### src/rtl/spi_slave_if.sv
// Mode-0 SPI slave endpoint: oversamples scl/mosi/ss with clk,
// deserializes mosi words and serializes a host-loaded word on miso.
module spi_slave_if #(
  parameter int DATA_W      = 8,
  parameter int SYNC_STAGES = 2
) (
  input  logic              clk,
  input  logic              rst,
  input  logic              scl,
  input  logic              mosi,
  input  logic              ss,
  output logic              miso,
  output logic [DATA_W-1:0] rx_data,
  output logic              rx_valid,
  input  logic [DATA_W-1:0] tx_data,
  input  logic              tx_load,
  output logic              tx_ready,
  output logic              frame_err
);

  localparam int CW = (DATA_W > 2) ? $clog2(DATA_W) : 1;

  typedef enum logic {IDLE, ACTIVE} state_t;

  logic [SYNC_STAGES-1:0] scl_q, mosi_q, ss_q;
  logic                   scl_d, ss_d;
  logic [SYNC_STAGES:0]   warm;
  logic                   live, scl_s, ss_s, mosi_s;
  logic                   scl_rise, scl_fall, ss_rise, ss_fall;

  state_t            state, state_n;
  logic [CW-1:0]     bit_cnt, bit_cnt_n;
  logic [DATA_W-1:0] rx_shift, rx_shift_n;
  logic [DATA_W-1:0] tx_shift, tx_shift_n;
  logic [DATA_W-1:0] tx_buf, tx_buf_n;
  logic [DATA_W-1:0] rx_data_n;
  logic              skip, skip_n;
  logic              miso_n, rx_valid_n, tx_ready_n, frame_err_n;

  always_ff @(posedge clk or posedge rst) begin
    if (rst) begin
      scl_q  <= '0;
      mosi_q <= '0;
      ss_q   <= '1;
      scl_d  <= 1'b0;
      ss_d   <= 1'b1;
      warm   <= '0;
    end else begin
      scl_q  <= {scl_q[SYNC_STAGES-2:0], scl};
      mosi_q <= {mosi_q[SYNC_STAGES-2:0], mosi};
      ss_q   <= {ss_q[SYNC_STAGES-2:0], ss};
      scl_d  <= scl_q[SYNC_STAGES-1];
      ss_d   <= ss_q[SYNC_STAGES-1];
      warm   <= {warm[SYNC_STAGES-1:0], 1'b1};
    end
  end

  // Edges are trusted only once the reset values have flushed out
  // of the chain, so a frame already in flight at reset is ignored.
  assign live     = warm[SYNC_STAGES];
  assign scl_s    = scl_q[SYNC_STAGES-1];
  assign ss_s     = ss_q[SYNC_STAGES-1];
  assign mosi_s   = mosi_q[SYNC_STAGES-1];
  assign scl_rise = live & scl_s & ~scl_d;
  assign scl_fall = live & ~scl_s & scl_d;
  assign ss_rise  = live & ss_s & ~ss_d;
  assign ss_fall  = live & ~ss_s & ss_d;

  always_ff @(posedge clk or posedge rst) begin
    if (rst) begin
      state     <= IDLE;
      bit_cnt   <= '0;
      rx_shift  <= '0;
      tx_shift  <= '0;
      tx_buf    <= '0;
      rx_data   <= '0;
      skip      <= 1'b0;
      miso      <= 1'b0;
      rx_valid  <= 1'b0;
      tx_ready  <= 1'b1;
      frame_err <= 1'b0;
    end else begin
      state     <= state_n;
      bit_cnt   <= bit_cnt_n;
      rx_shift  <= rx_shift_n;
      tx_shift  <= tx_shift_n;
      tx_buf    <= tx_buf_n;
      rx_data   <= rx_data_n;
      skip      <= skip_n;
      miso      <= miso_n;
      rx_valid  <= rx_valid_n;
      tx_ready  <= tx_ready_n;
      frame_err <= frame_err_n;
    end
  end

  always_comb begin
    state_n     = state;
    bit_cnt_n   = bit_cnt;
    rx_shift_n  = rx_shift;
    tx_shift_n  = tx_shift;
    tx_buf_n    = tx_buf;
    rx_data_n   = rx_data;
    skip_n      = skip;
    miso_n      = miso;
    rx_valid_n  = 1'b0;
    tx_ready_n  = tx_ready;
    frame_err_n = 1'b0;
    unique case (state)
      IDLE: begin
        miso_n = 1'b0;
        if (ss_fall) begin
          state_n    = ACTIVE;
          bit_cnt_n  = '0;
          tx_shift_n = tx_buf;
          tx_ready_n = 1'b1;
          miso_n     = tx_buf[DATA_W-1];
          skip_n     = 1'b0;
        end
      end
      ACTIVE: begin
        if (ss_rise) begin
          state_n     = IDLE;
          miso_n      = 1'b0;
          bit_cnt_n   = '0;
          frame_err_n = (bit_cnt != '0);
        end else if (scl_rise) begin
          rx_shift_n = {rx_shift[DATA_W-2:0], mosi_s};
          if (bit_cnt == CW'(DATA_W-1)) begin
            rx_data_n  = rx_shift_n;
            rx_valid_n = 1'b1;
            bit_cnt_n  = '0;
            tx_shift_n = tx_buf;
            tx_ready_n = 1'b1;
            miso_n     = tx_buf[DATA_W-1];
            skip_n     = 1'b1;
          end else begin
            bit_cnt_n = bit_cnt + 1'b1;
          end
        end else if (scl_fall) begin
          if (skip) begin
            skip_n = 1'b0;
          end else begin
            tx_shift_n = {tx_shift[DATA_W-2:0], 1'b0};
            miso_n     = tx_shift[DATA_W-2];
          end
        end
      end
      default: state_n = IDLE;
    endcase
    // A load always lands after any reload so the reload sees the old word.
    if (tx_load) begin
      tx_buf_n   = tx_data;
      tx_ready_n = 1'b0;
    end
  end

endmodule

### config.mk
export PLATFORM = sky130hd
export DESIGN_NAME = spi_slave_if
export DESIGN_NICKNAME = d
export VERILOG_FILES = /design/src/rtl/spi_slave_if.sv
export SDC_FILE = /design/constraint.sdc
export NUM_CORES = 1
export LEC_CHECK = 0
export BUFFER_PORTS_ARGS = -buffer_cell sky130_fd_sc_hd__buf_2
export CAP_MARGIN = 0
export CORE_MARGIN = 1.5
export CORE_UTILIZATION = 43
export CTS_CLUSTER_SIZE = 10
export DETAILED_ROUTE_END_ITERATION = 10
export GPL_TIMING_DRIVEN = 1
export PLACE_DENSITY_LB_ADDON = 0.08
export SETUP_SLACK_MARGIN = 0.5
export SYNTH_ARGS = -nofsm -noshare
export SYNTH_HDL_FRONTEND = slang
export SYNTH_SLANG_ARGS = --single-unit
### constraint.sdc
create_clock -name clk -period 2.8 [get_ports clk]
set_input_delay 0.7 -clock clk [delete_from_list [all_inputs] [get_ports clk]]
set_output_delay 0.7 -clock clk [all_outputs]
set_load 0.01 [all_outputs]
# Word level (Yosys, flattened, before mapping)
# Index checks and enable logic that the tools add are counted.
[op_classes]
n_addsub = 1
eq_ne = 14
n_mux = 39
bitwise = 14
n_reduce_logical = 8
[op_table]
columns = ["operator", "n"]
rows = [
  ["$mux 7", 6],
  ["$mux 1", 23],
  ["$ne 3x3->1 const B", 6],
  ["$pmux 7 s2", 1],
  ["$mux 3", 4],
  ["$reduce_and 4->1", 3],
  ["$and 1x1->1", 8],
  ["$ne 4x4->1 const B", 2],
  ["$pmux 1 s2", 4],
  ["$ne 3x2->1 const B", 2],
  ["$not 1->1", 6],
  ["$pmux 3 s2", 1],
  ["$reduce_and 3->1", 2],
  ["$reduce_and 5->1", 1],
  ["$ne 2x2->1 const B", 2],
  ["$ne 4x3->1 const B", 1],
  ["$add 3x1->3 const B", 1],
  ["$eq 3x3->1 const B", 1],
  ["$reduce_bool 3->1", 1],
  ["$reduce_and 2->1", 1],
]
[word_totals]
reg_bits = 50
inputBits = 14
output_inout_bits = 12

# Longest topological paths before layout
[depth]
depth_word = 7
depth_mapped = 8
ltp_nobuf = 7

# Worst setup path after synthesis
# OpenSTA, ideal clock, no wires.
[synth_path]
path_type = "reg-to-reg"
startpoint = "reg ss_q[1]"
endpoint = "reg tx_shift[1]"
setup_ps = 125
arrival_time_ps = 1604
path_slack_ps = 1071
stages_incl_launch_ff = 8
path_buffers = 2
synth_period_minus_slack_ps = 1729
cell_sequence = "dfstp_2 nand2b_1 or2_1 buf_2 a21oi_1 or2_1 buf_6 mux2_4"
[synth_between]
elab_chain_cells = 5
elab_cells_between_ends = 8
classes_between = "2 x eq/ne; 5 x bitwise; 1 x reduce/logical"
[synth_rtl]
columns = ["item", "line_no", "rtl"]
rows = [
  ["start: declaration", "25", "logic [SYNC_STAGES-1:0] scl_q, mosi_q, ss_q;"],
  ["start signal: assignment", "51", "ss_q <= {ss_q[SYNC_STAGES-2:0], ss};"],
  ["$not 1->1", "67", "assign ss_fall = live & ~ss_s & ss_d;"],
  ["$and 1x1->1 (2 in series)", "67", ""],
  ["$ne 2x2->1 (no source line)", "-", ""],
  ["$reduce_and 5->1 (no source line) (*)", "-", ""],
  ["end signal: assignment", "86", "tx_shift <= tx_shift_n;"],
  ["end: declaration", "34", "logic [DATA_W-1:0] tx_shift, tx_shift_n;"],
]
# Every way passes the cells marked *; elsewhere a longest branch is shown, timed or not.
# A chain may end at the register's enable or synchronous reset.

# Final worst setup path
[layout_path]
startpoint = "reg bit_cnt[0]"
endpoint = "reg tx_shift[4]"
[layout_between]
elab_chain_cells = 3
[layout_rtl]
columns = ["item", "line_no", "rtl"]
rows = [
  ["start: declaration", "32", "logic [CW-1:0] bit_cnt, bit_cnt_n;"],
  ["start signal: assignment", "84", "bit_cnt <= bit_cnt_n;"],
  ["$eq 3x3->1", "129", "if (bit_cnt == CW'(DATA_W-1)) begin"],
  ["$ne 3x2->1 (no source line)", "-", ""],
  ["$reduce_and 5->1 (no source line)", "-", ""],
]
# No other way between the ends.

==> flow_metrics.py <==
metrics = {
    "critical_path": {
        "cp_data_required_time_ps": 2980,
        "cp_num_buf_inv": 0,
        "endpoint_kind": "register",
        "worstSetupStartpointType": "register",
        "worstPathMaxFanout": 7,
        "slowest_stage": "dfrtp_1",
        "worst_ep_arrival_time_ps": 2180,
        "crit_chain": "ha_1 -> ha_1 -> nand2_1 -> o22ai_2 -> a21oi_1 -> or2_1 -> mux2_4",
        "cpMostUsedCell": "ha_1",
        "max_stage_delay_ps": 400,
        "crit_type": "register to register",
        "critical-path-top-delay-family": "simple AND/OR/NAND/NOR gates",
    },
    "place": {
        "gp_congestion": 0.831,
        "io_buffers": 25,
        "place_ws_ps": 820,
        "dp_hpwl_mm": 2.37,
    },
    "pwr": {
        "power_density_nw_per_um2": 721,
        "power.switching_w": 0.000403,
        "switching_share": 0.238,
        "pwr-share-clk": 0.312,
        "seq_power_share": 0.536,
        "power_frac_comb": 0.152,
        "internal-power_w": 0.00129,
        "p_leak_nw": 1.19,
        "worst_ir_drop_vdd_v": 0.000371,
    },
    "clock_network": {
        "cts_tree": "done",
        "insertion_delay_ps": 300,
        "numCtsBuffers": 5,
        "cts-root-buf": "clkbuf_8",
        "cts.repair.resized": 0,
        "htree_levels": 2,
        "postCtsHoldBufs": 0,
        "clk_pin_slew_ps": 90,
        "cts.sinks": 50,
        "clockBufferDepth": 2,
        "cts_setup_buffers": 0,
    },
    "cells_and_area": {
        "mostFrequentLayoutCells": "dfrtp_1 (46), mux2_2 (28), buf_2 (25)",
        "drive_above_1_share": 0.433,
        "diodes": 0,
        "final_common_cell": "dfrtp_1",
        "nFillCells": 415,
        "area_growth_pct": 14.0,
        "nets": 194,
    },
    "yosys": {
        "ys_warn_count": 0,
        "synth-seq-cells": 50,
        "ys_types": 33,
        "syn_nets": 166,
        "syn_inst": 149,
        "ys_seq_area_frac": 0.609,
        "synth_area_sq_um": 2060,
        "avgSynthCellArea_sq_um": 13.8,
    },
    "die": {
        "std_cell_rows": 25,
        "initial_core_util": 0.442,
        "die_area_sq_um": 5220,
        "fp.dieH_um": 72.3,
        "core_area_sq_um": 4660,
        "boundaryPins": 26,
        "dieWidth_um": 72.3,
    },
    "global_routing": {
        "grt_max_degree": 34,
        "grt_use_total": 0.147,
        "grt_pass1_wl_mm": 5.82,
        "grt_antenna_before_repair": 0,
        "gr-total-overflow": 0,
        "grt_pass1_vias": 1197,
    },
    "route": {
        "wl_mm": 3.29,
        "drt_iter0_markers": 116,
        "dr.pass1.iters": 4,
        "via_count": 1187,
        "drc_errors": 0,
        "viasPerCell": 5.12,
        "routedWlPerCell_um": 14.2,
        "final_antenna_net_count": 0,
    },
    "timing": {
        "finalWorstPathRequiredPeriod_ps": 2000,
        "slew_headroom": 0.561,
        "tns_ps": 0,
        "maxSlewViolCount": 0,
        "fmax_mhz": 500,
        "fin_worst_skew_ps": 12.2,
        "period_share": 0.714,
        "setup_ws_ps": 802,
        "worstMarginPinSlew_ps": 657,
        "hold_viol": 0,
        "rsz0062_at_grt": "no",
        "setup_viol": 0,
    },
    "outcome": {
        "status": "finished, final reports clean",
    },
    "flow_run": {
        "cap_violations": 0,
    },
    "hold_path": {
        "hp-class": "register to register",
    },
}
[cell type report]
class                      instances  area, sq um  area share
sequential                        50         1260       0.534
multi-input combinational         85          736       0.313
timing repair buffer              27          140      0.0596
clock buffer                       6         82.6      0.0351
tap                               54         67.6      0.0287
clock inverter                     2         38.8      0.0165
inverter                           8         30.0      0.0128
[per-stage QoR]
step | utilization | cells | hold WS [ps] | power, W | cell area, sq um
after global placement | 0.478 | 224 | 333 | 0.00117 | 2230
after detailed placement | 0.478 | 224 | 335 | 0.00118 | 2230
after CTS | 0.504 | 232 | 357 | 0.00172 | 2350
after floorplan | - | 149 | 331 | 0.00112 | 2060
after global routing | 0.504 | 232 | 370 | 0.00179 | 2350
final | 0.504 | 232 | 356 | 0.00169 | 2350
[power by group through the flow]
stage,logic (W),registers [W],clock network [W]
after floorplan,0.000222,0.000897,0
after global placement,0.000254,0.000918,0
after detailed placement,0.000261,0.000922,0
after CTS,0.000262,0.000909,0.000549
after global routing,0.000287,0.000927,0.000575
final,0.000258,0.000908,0.000529
[sequential cells by signal, indices dropped and copies added (netlist names)]
name / flops
mosi_q: 2
rx_data: 8
tx_ready: 1
scl_d: 1
ss_d: 1
warm: 3
frame_err: 1
rx_shift: 7
rx_valid: 1
tx_buf: 8
ss_q: 2
state: 1
skip: 1
miso: 1
scl_q: 2
bit_cnt: 3
tx_shift: 7
[worst paths after layout]
path	to	start	slack (ps)	depth (start not counted)
setup reg to reg	tx_shift[4]	bit_cnt[0]	800	7
hold / removal	warm[2]	warm[1]	360	0
hold reg to reg	warm[2]	warm[1]	360	0
setup / recovery	tx_shift[4]	bit_cnt[0]	800	7
max in group asynchronous	tx_ready	rst	1650	3
min in group asynchronous	tx_buf[3]	rst	480	2
[layer usage]
layer  GRT usage  part of all wire
met1       0.223              0.50
met2       0.199              0.44
met3      0.0458             0.041
met4      0.0524             0.010
met5           0                 0
[cell usage after synthesis, drive strengths merged]
library cell  count  area (sq um)
mux2             36           428
dfstp             4           105
conb              1          3.75
dfrtp            46          1150
buf               4          32.5
a21oi             3          15.0
nor2b             1          6.26
o211ai            1          7.51
o32ai             1          8.76
or3               1          6.26
nand3             4          20.0
clkbuf            2          7.51
nand2b            3          18.8
ha                3          37.5
nor2              1          3.75
mux2i             1          10.0
inv               8          30.0
a21o              1          7.51
and3b             1          8.76
a211oi            1          7.51
nand2             8          30.0
o22ai             1          12.5
a31o              1          8.76
o21ai             7          35.0
nand4             3          25.0
and3              1          6.26
or2               3          18.8
nor3              2          10.0
[cells by family (layout without fill, tap and decap cells)]
family / count (synthesis) / in the layout / share of synthesized area
DFF: 50 / 50 / 0.609
muxes: 37 / 37 / 0.212
and+or+nand+nor: 28 / 28 / 0.0746
AOI/OAI and AO/OA: 16 / 16 / 0.0498
buffers and inverters: 14 / 43 / 0.0340
adders and majority gates: 3 / 3 / 0.0182
other: 1 / 1 / 0.00182
Power figures use the tool's default switching activity.
